### src/rtl/wdt_kick_sched.sv
// Watchdog kick sequencer: configures a WDT slave over a write-only MM port and
// periodically kicks it while software heartbeats keep arriving.
module wdt_kick_sched #(
  parameter int MM_ADDR_WIDTH = 8,
  parameter int MM_DATA_WIDTH = 16,
  parameter logic [MM_ADDR_WIDTH-1:0] WDT_CTRL_ADDR = 'h0A,
  parameter logic [MM_ADDR_WIDTH-1:0] WDT_VAL_ADDR  = 'h0C
) (
  input  logic                     clk_sys_i,
  input  logic                     rst_n_i,
  input  logic                     clk_8hz_i,
  input  logic                     start_i,
  input  logic                     stop_i,
  input  logic                     heartbeat_i,
  input  logic [12:0]              cfg_timeout_i,
  input  logic [15:0]              cfg_period_i,
  input  logic [MM_ADDR_WIDTH-1:0] host_addr_i,
  input  logic [MM_DATA_WIDTH-1:0] host_wdata_i,
  input  logic                     host_we_i,
  output logic                     host_gnt_o,
  output logic [MM_ADDR_WIDTH-1:0] mm_m_addr_o,
  output logic [MM_DATA_WIDTH-1:0] mm_m_wdata_o,
  output logic                     mm_m_we_o,
  output logic                     running_o,
  output logic                     starve_o,
  output logic [2:0]               state_o
);

  typedef enum logic [2:0] {
    S_IDLE    = 3'd0,
    S_CFG_VAL = 3'd1,
    S_CFG_EN  = 3'd2,
    S_RUN     = 3'd3,
    S_KICK    = 3'd4,
    S_DIS     = 3'd5
  } state_t;

  state_t      r_state;
  logic        r_sync1, r_sync2, r_sync3;
  logic [15:0] r_cnt;
  logic        r_hb;
  logic        r_starve;
  logic        r_stop_pend;

  logic                     w_tick;
  logic                     w_seq_req;
  logic                     w_gnt;
  logic                     w_seq_go;
  logic [15:0]              w_period;
  logic [15:0]              w_cnt_inc;
  logic                     w_period_hit;
  logic [MM_ADDR_WIDTH-1:0] w_seq_addr;
  logic [MM_DATA_WIDTH-1:0] w_seq_data;

  assign w_tick       = r_sync2 & ~r_sync3;
  assign w_seq_req    = (r_state == S_CFG_VAL) || (r_state == S_CFG_EN) ||
                        (r_state == S_KICK)    || (r_state == S_DIS);
  // Host request/grant: host_we_i is a one-cycle request that is either granted
  // that same cycle (host_gnt_o=1, port carries the host write) or dropped; the
  // host retries. CFG_EN is never interrupted so VAL/EN stay back-to-back.
  assign w_gnt        = host_we_i && (r_state != S_CFG_EN);
  assign w_seq_go     = w_seq_req && !w_gnt;
  assign w_period     = (cfg_period_i == 16'd0) ? 16'd1 : cfg_period_i;
  assign w_cnt_inc    = (r_cnt == 16'hFFFF) ? r_cnt : r_cnt + 16'd1;
  assign w_period_hit = w_tick && (w_cnt_inc >= w_period);

  always_comb begin
    w_seq_addr = '0;
    w_seq_data = '0;
    case (r_state)
      S_CFG_VAL: begin
        w_seq_addr = WDT_VAL_ADDR;
        w_seq_data = MM_DATA_WIDTH'({3'b000, cfg_timeout_i});
      end
      S_CFG_EN: begin
        w_seq_addr = WDT_CTRL_ADDR;
        w_seq_data = MM_DATA_WIDTH'(16'h0001);
      end
      S_KICK: begin
        w_seq_addr = WDT_CTRL_ADDR;
        w_seq_data = MM_DATA_WIDTH'(16'h5A01);
      end
      S_DIS: begin
        w_seq_addr = WDT_CTRL_ADDR;
        w_seq_data = '0;
      end
      default: begin
        w_seq_addr = '0;
        w_seq_data = '0;
      end
    endcase
  end

  always_comb begin
    mm_m_addr_o  = '0;
    mm_m_wdata_o = '0;
    mm_m_we_o    = 1'b0;
    if (w_gnt) begin
      mm_m_addr_o  = host_addr_i;
      mm_m_wdata_o = host_wdata_i;
      mm_m_we_o    = 1'b1;
    end else if (w_seq_req) begin
      mm_m_addr_o  = w_seq_addr;
      mm_m_wdata_o = w_seq_data;
      mm_m_we_o    = 1'b1;
    end
  end

  always_ff @(posedge clk_sys_i or negedge rst_n_i) begin
    if (!rst_n_i) begin
      r_state     <= S_IDLE;
      r_sync1     <= 1'b0;
      r_sync2     <= 1'b0;
      r_sync3     <= 1'b0;
      r_cnt       <= '0;
      r_hb        <= 1'b0;
      r_starve    <= 1'b0;
      r_stop_pend <= 1'b0;
    end else begin
      r_sync1 <= clk_8hz_i;
      r_sync2 <= r_sync1;
      r_sync3 <= r_sync2;
      case (r_state)
        S_IDLE: begin
          r_stop_pend <= 1'b0;
          if (start_i && !stop_i) r_state <= S_CFG_VAL;
        end
        S_CFG_VAL: begin
          if (stop_i) r_stop_pend <= 1'b1;
          if (w_seq_go) r_state <= S_CFG_EN;
        end
        S_CFG_EN: begin
          r_cnt       <= '0;
          r_hb        <= 1'b0;
          r_stop_pend <= 1'b0;
          r_state     <= (stop_i || r_stop_pend) ? S_DIS : S_RUN;
        end
        S_RUN: begin
          if (stop_i) begin
            r_state <= S_DIS;
          end else if (w_period_hit) begin
            r_cnt <= '0;
            if (r_hb) r_state  <= S_KICK;
            else      r_starve <= 1'b1;
          end else if (w_tick) begin
            r_cnt <= w_cnt_inc;
          end
        end
        S_KICK: begin
          if (w_tick) r_cnt <= w_cnt_inc;
          if (stop_i) r_stop_pend <= 1'b1;
          if (w_seq_go) begin
            r_hb        <= 1'b0;
            r_starve    <= 1'b0;
            r_stop_pend <= 1'b0;
            r_state     <= (stop_i || r_stop_pend) ? S_DIS : S_RUN;
          end
        end
        S_DIS: begin
          r_stop_pend <= 1'b0;
          if (w_seq_go) r_state <= S_IDLE;
        end
        default: r_state <= S_IDLE;
      endcase
      // A heartbeat always lands, even on the cycle that consumes the flag.
      if (heartbeat_i) r_hb <= 1'b1;
      if (start_i) r_starve <= 1'b0;
    end
  end

  assign host_gnt_o = w_gnt;
  assign running_o  = (r_state == S_RUN) || (r_state == S_KICK);
  assign starve_o   = r_starve;
  assign state_o    = r_state;

endmodule

### config.mk
export PLATFORM = sky130hd
export DESIGN_NAME = wdt_kick_sched
export DESIGN_NICKNAME = d
export VERILOG_FILES = /design/src/rtl/wdt_kick_sched.sv
export SDC_FILE = /design/constraint.sdc
export NUM_CORES = 1
export LEC_CHECK = 0
export CAP_MARGIN = 20
export CORE_MARGIN = 2
export CORE_UTILIZATION = 45
export DETAILED_ROUTE_END_ITERATION = 8
export PLACE_DENSITY_LB_ADDON = 0.12
export SYNTH_ARGS = -nofsm -noshare
export SYNTH_HDL_FRONTEND = slang
export SYNTH_SLANG_ARGS = --single-unit
### constraint.sdc
create_clock -name clk_sys_i -period 4.4 [get_ports clk_sys_i]
set_clock_uncertainty 0.15 [all_clocks]
set_input_delay 0.44 -clock clk_sys_i [delete_from_list [all_inputs] [get_ports clk_sys_i]]
set_output_delay 0.44 -clock clk_sys_i [all_outputs]
set_load 0.05 [all_outputs]
==> insert_results.sql <==
INSERT INTO impl_metrics (metric_group, metric, value, unit) VALUES
('die', 'rows', '26', ''),
('sta', 'worstMarginPinSlew', '0.552', 'ns'),
('route', 'vias_per_cell', '5.60', ''),
('worst_setup_path', 'cp_data_arrival_time', '3.89', 'ns'),
('sta', 'max_freq', '258', 'MHz'),
('placed_design', 'place_ws', '0.529', 'ns'),
('synth', 'synth.yosys.seq_area_share', '26.8', '%'),
('sta', 'totalNegativeSetupSlack', '0', 'ns'),
('synth', 'avgSynthCellArea', '7.95', 'sq um'),
('run_status', 'status', 'complete, no violations', ''),
('route', 'dr_wl_met2', '3150', 'um'),
('placed_design', 'dpl_cell_area', '3300', 'sq um'),
('clock_network', 'tritoncts_num_sinks', '25', ''),
('min_path', 'worstHoldPathType', 'reg -> reg', ''),
('die', 'initial_utilization', '46.1', '%'),
('route', 'firstDrtPassIters', '4', ''),
('sta', 'report.final.setup_viol', '0', ''),
('clock_network', 'insertion_delay', '0.27', 'ns'),
('route', 'vias', '2499', ''),
('cells_and_area', 'finalCoreUtilization', '66.1', '%'),
('die', 'core', '5070', 'sq um'),
('cells_and_area', 'antenna_cells', '0', ''),
('route', 'post_drt_antenna_nets', '0', ''),
('sta', 'slew_viol_final', '0', ''),
('cells_and_area', 'finalNetCount', '454', ''),
('sta', 'layout_worst_path_cycle_share', '88.0', '%'),
('route', 'remaining_drc_errors', '0', ''),
('clock_network', 'htree_num_levels', '1', ''),
('route', 'met3RoutedLength', '276', 'um'),
('cells_and_area', 'layout-area-overhead-vs-synth', '43.3', '%'),
('route', 'first_iter_violations', '172', ''),
('pwr', 'ir_worst_vdd', '287', 'uV'),
('pwr', 'total_leakage_power', '1.52', 'nW'),
('die', 'die_width', '76.1', 'um'),
('route', 'postRouteWirelength', '6530', 'um'),
('cells_and_area', 'layout_common_cells', 'sky130_fd_sc_hd__clkdlybuf4s50_1 (90), sky130_fd_sc_hd__nand2_1 (26), sky130_fd_sc_hd__dfrtp_1 (25)', ''),
('placed_design', 'dpl.hpwl', '5370', 'um'),
('synth', 'synth-warning-count', '0', ''),
('pwr', 'power-per-cell-area', '425', 'nW/um^2'),
('die', 'io-pin-count', '91', ''),
('die', 'die_y', '76.1', 'um'),
('sta', 'rsz0062_at_grt', 'no', ''),
('grt', 'grt_pass1_wl', '11400', 'um'),
('grt', 'global_route.overflow_total', '0', ''),
('synth', 'ys_seq_elements', '25', ''),
('clock_network', 'cts-buffers-inserted', '3', ''),
('sta', 'timing.slew.headroom', '63.2', '%'),
('placed_design', 'port-buffer-count', '90', ''),
('clock_network', 'cts_tree', 'done', ''),
('cells_and_area', 'mostFrequentLayoutCell', 'sky130_fd_sc_hd__clkdlybuf4s50_1', ''),
('grt', 'number_of_global_route_vias_before_repair', '2433', ''),
('grt', 'grt_start_max_net_pins', '28', ''),
('sta', 'hold-worst-slack', '0.201', 'ns'),
('sta', 'hold_viol', '0', ''),
('worst_setup_path', 'critical_path.max_fanout', '7', ''),
('synth', 'synth_enable_flop_cells', '0', ''),
('sta', 'setup_slack', '0.527', 'ns'),
('worst_setup_path', 'critical_path_class', 'reg -> reg', ''),
('synth', 'postSynthNetCount', '371', ''),
('synth', 'synthFlopType', 'sky130_fd_sc_hd__dfrtp_1', ''),
('cells_and_area', 'post-route-cell-area', '3350', 'sq um'),
('cells_and_area', 'finish.cell_count_without_fillers', '446', ''),
('route', 'route.layer.met1.wl', '3110', 'um'),
('pwr', 'report.power.total', '1.42', 'mW'),
('synth', 'netlist-cell-type-count', '50', ''),
('clock_network', 'cts_root_buffer', 'sky130_fd_sc_hd__clkbuf_8', ''),
('synth', 'ys_async_sr_fraction', '100', '%'),
('worst_setup_path', 'timing.critical_path.required', '4.41', 'ns'),
('grt', 'gr-usage-all-layers', '23.4', '%'),
('placed_design', 'gp_congestion', '0.902', ''),
('cells_and_area', 'share_of_cells_above_drive_strength_1', '3.99', '%'),
('grt', 'antenna_found_initial', '0', ''),
('worst_setup_path', 'setup.worst_path.end_class', 'flip-flop', ''),
('worst_setup_path', 'cp-start-kind', 'flip-flop', ''),
('die', 'design.die.area', '5790', 'sq um'),
('placed_design', 'placed_cells', '442', ''),
('synth', 'synth.cell_area', '2340', 'sq um'),
('clock_network', 'clock_path_buffers', '2', ''),
('clock_network', 'setup_repair_bufs_after_cts', '0', ''),
('sta', 'period_minus_slack', '3.87', 'ns'),
('clock_network', 'clk_pin_slew_worst_paths', '0.09', 'ns'),
('synth', 'postSynthCellCount', '294', ''),
('route', 'top_layer', 'met3', ''),
('job', 'timing.max_cap.violations', '0', ''),
('route', 'routedWlPerCell', '14.6', 'um');
[power by group]
part	total, mW	internal [mW]	leakage [nW]	switching, mW
clock	0.134	0.0647	0.0228	0.0694
combinational	0.970	0.347	1.16	0.623
sequential	0.320	0.255	0.333	0.0651
[cells by family (layout without fill, tap and decap cells)]
family / count (synthesis) / after routing / synth area share (%)
muxes: 4 / 4 / 1.82
buffers and inverters: 37 / 119 / 6.37
and+or+nand+nor: 114 / 114 / 26.2
xor gates and xnor gates: 9 / 9 / 3.37
AOI/OAI and AO/OA: 88 / 88 / 26.4
DFF: 25 / 25 / 26.8
adders and majority gates: 17 / 17 / 9.10
[per-layer routing]
| metal | global-route usage [%] | up-vias |
|---|---|---|
| met1 | 32.8 | 1180 |
| met2 | 39.4 | 58 |
| met5 | 0 | - |
| li1 | - | 1261 |
| met3 | 4.50 | 0 |
| met4 | 1.64 | 0 |
[worst max-delay path, cell delays in order, from the launching register on]
cell and delay [ns]:
sky130_fd_sc_hd__dfrtp_1 0.43, sky130_fd_sc_hd__ha_1 0.21, sky130_fd_sc_hd__nand3_1 0.23, sky130_fd_sc_hd__nor3_2 0.43, sky130_fd_sc_hd__nand3_1 0.20, sky130_fd_sc_hd__o21ai_0 0.17
sky130_fd_sc_hd__o21ai_0 0.11, sky130_fd_sc_hd__ha_1 0.33, sky130_fd_sc_hd__nand4_2 0.11, sky130_fd_sc_hd__nor3_2 0.24, sky130_fd_sc_hd__or4b_1 0.49, sky130_fd_sc_hd__nand3_2 0.17
sky130_fd_sc_hd__o21a_2 0.21, sky130_fd_sc_hd__o21ai_1 0.09, sky130_fd_sc_hd__a32o_1 0.20
[registers in the layout, indices dropped and copies added (netlist names)]
name and count:
state_o 3, r_stop_pend 1, r_sync2 1, starve_o 1, r_hb 1, r_cnt 16, r_sync1 1, r_sync3 1
[Yosys cell counts (9+ instances only)]
master / count / share of area, %
sky130_fd_sc_hd__a32o_1: 9 / 3.9
sky130_fd_sc_hd__nor2_1: 22 / 3.5
sky130_fd_sc_hd__clkbuf_1: 11 / 1.8
sky130_fd_sc_hd__ha_1: 17 / 9.1
sky130_fd_sc_hd__a21oi_1: 17 / 3.6
sky130_fd_sc_hd__o21ai_0: 17 / 3.6
sky130_fd_sc_hd__nand2_1: 26 / 4.2
sky130_fd_sc_hd__dfrtp_1: 25 / 27
sky130_fd_sc_hd__nor3_1: 10 / 2.1
sky130_fd_sc_hd__inv_1: 23 / 3.7
sky130_fd_sc_hd__and3_1: 11 / 2.9
sky130_fd_sc_hd__a22o_1: 10 / 3.7
sky130_fd_sc_hd__nand3_1: 12 / 2.6
[cell type report]
type,instances,area (sq um)
Clock buffer,4,45.0
Fill cell,458,1720
Inverter,23,86.3
Multi-Input combinational cell,232,1570
Sequential cell,25,626
Tap cell,70,87.6
Timing Repair Buffer,92,936
[final timing paths]
| path | endpoint | cells past startpoint | slack (ns) | start |
|---|---|---|---|---|
| hold / removal | r_sync2$_DFF_PN0_ | 0 | 0.20 | r_sync1$_DFF_PN0_ |
| min in group asynchronous | r_cnt[15]$_DFFE_PN0P_ | 1 | 0.34 | rst_n_i |
| hold reg to reg | r_sync2$_DFF_PN0_ | 0 | 0.20 | r_sync1$_DFF_PN0_ |
| setup / recovery | r_cnt[7]$_DFFE_PN0P_ | 14 | 0.53 | r_cnt[0]$_DFFE_PN0P_ |
| max in group asynchronous | r_cnt[6]$_DFFE_PN0P_ | 2 | 3.30 | rst_n_i |
| setup reg to reg | r_cnt[7]$_DFFE_PN0P_ | 14 | 0.53 | r_cnt[0]$_DFFE_PN0P_ |
[what timing repair did]
| item | in CTS | in global routing |
|---|---|---|
| setup endpoints to repair | 0 | 1 |
| gates resized for setup | 0 | 1 |
| hold buffers | 0 | 0 |
Power figures use the tool's default switching activity.
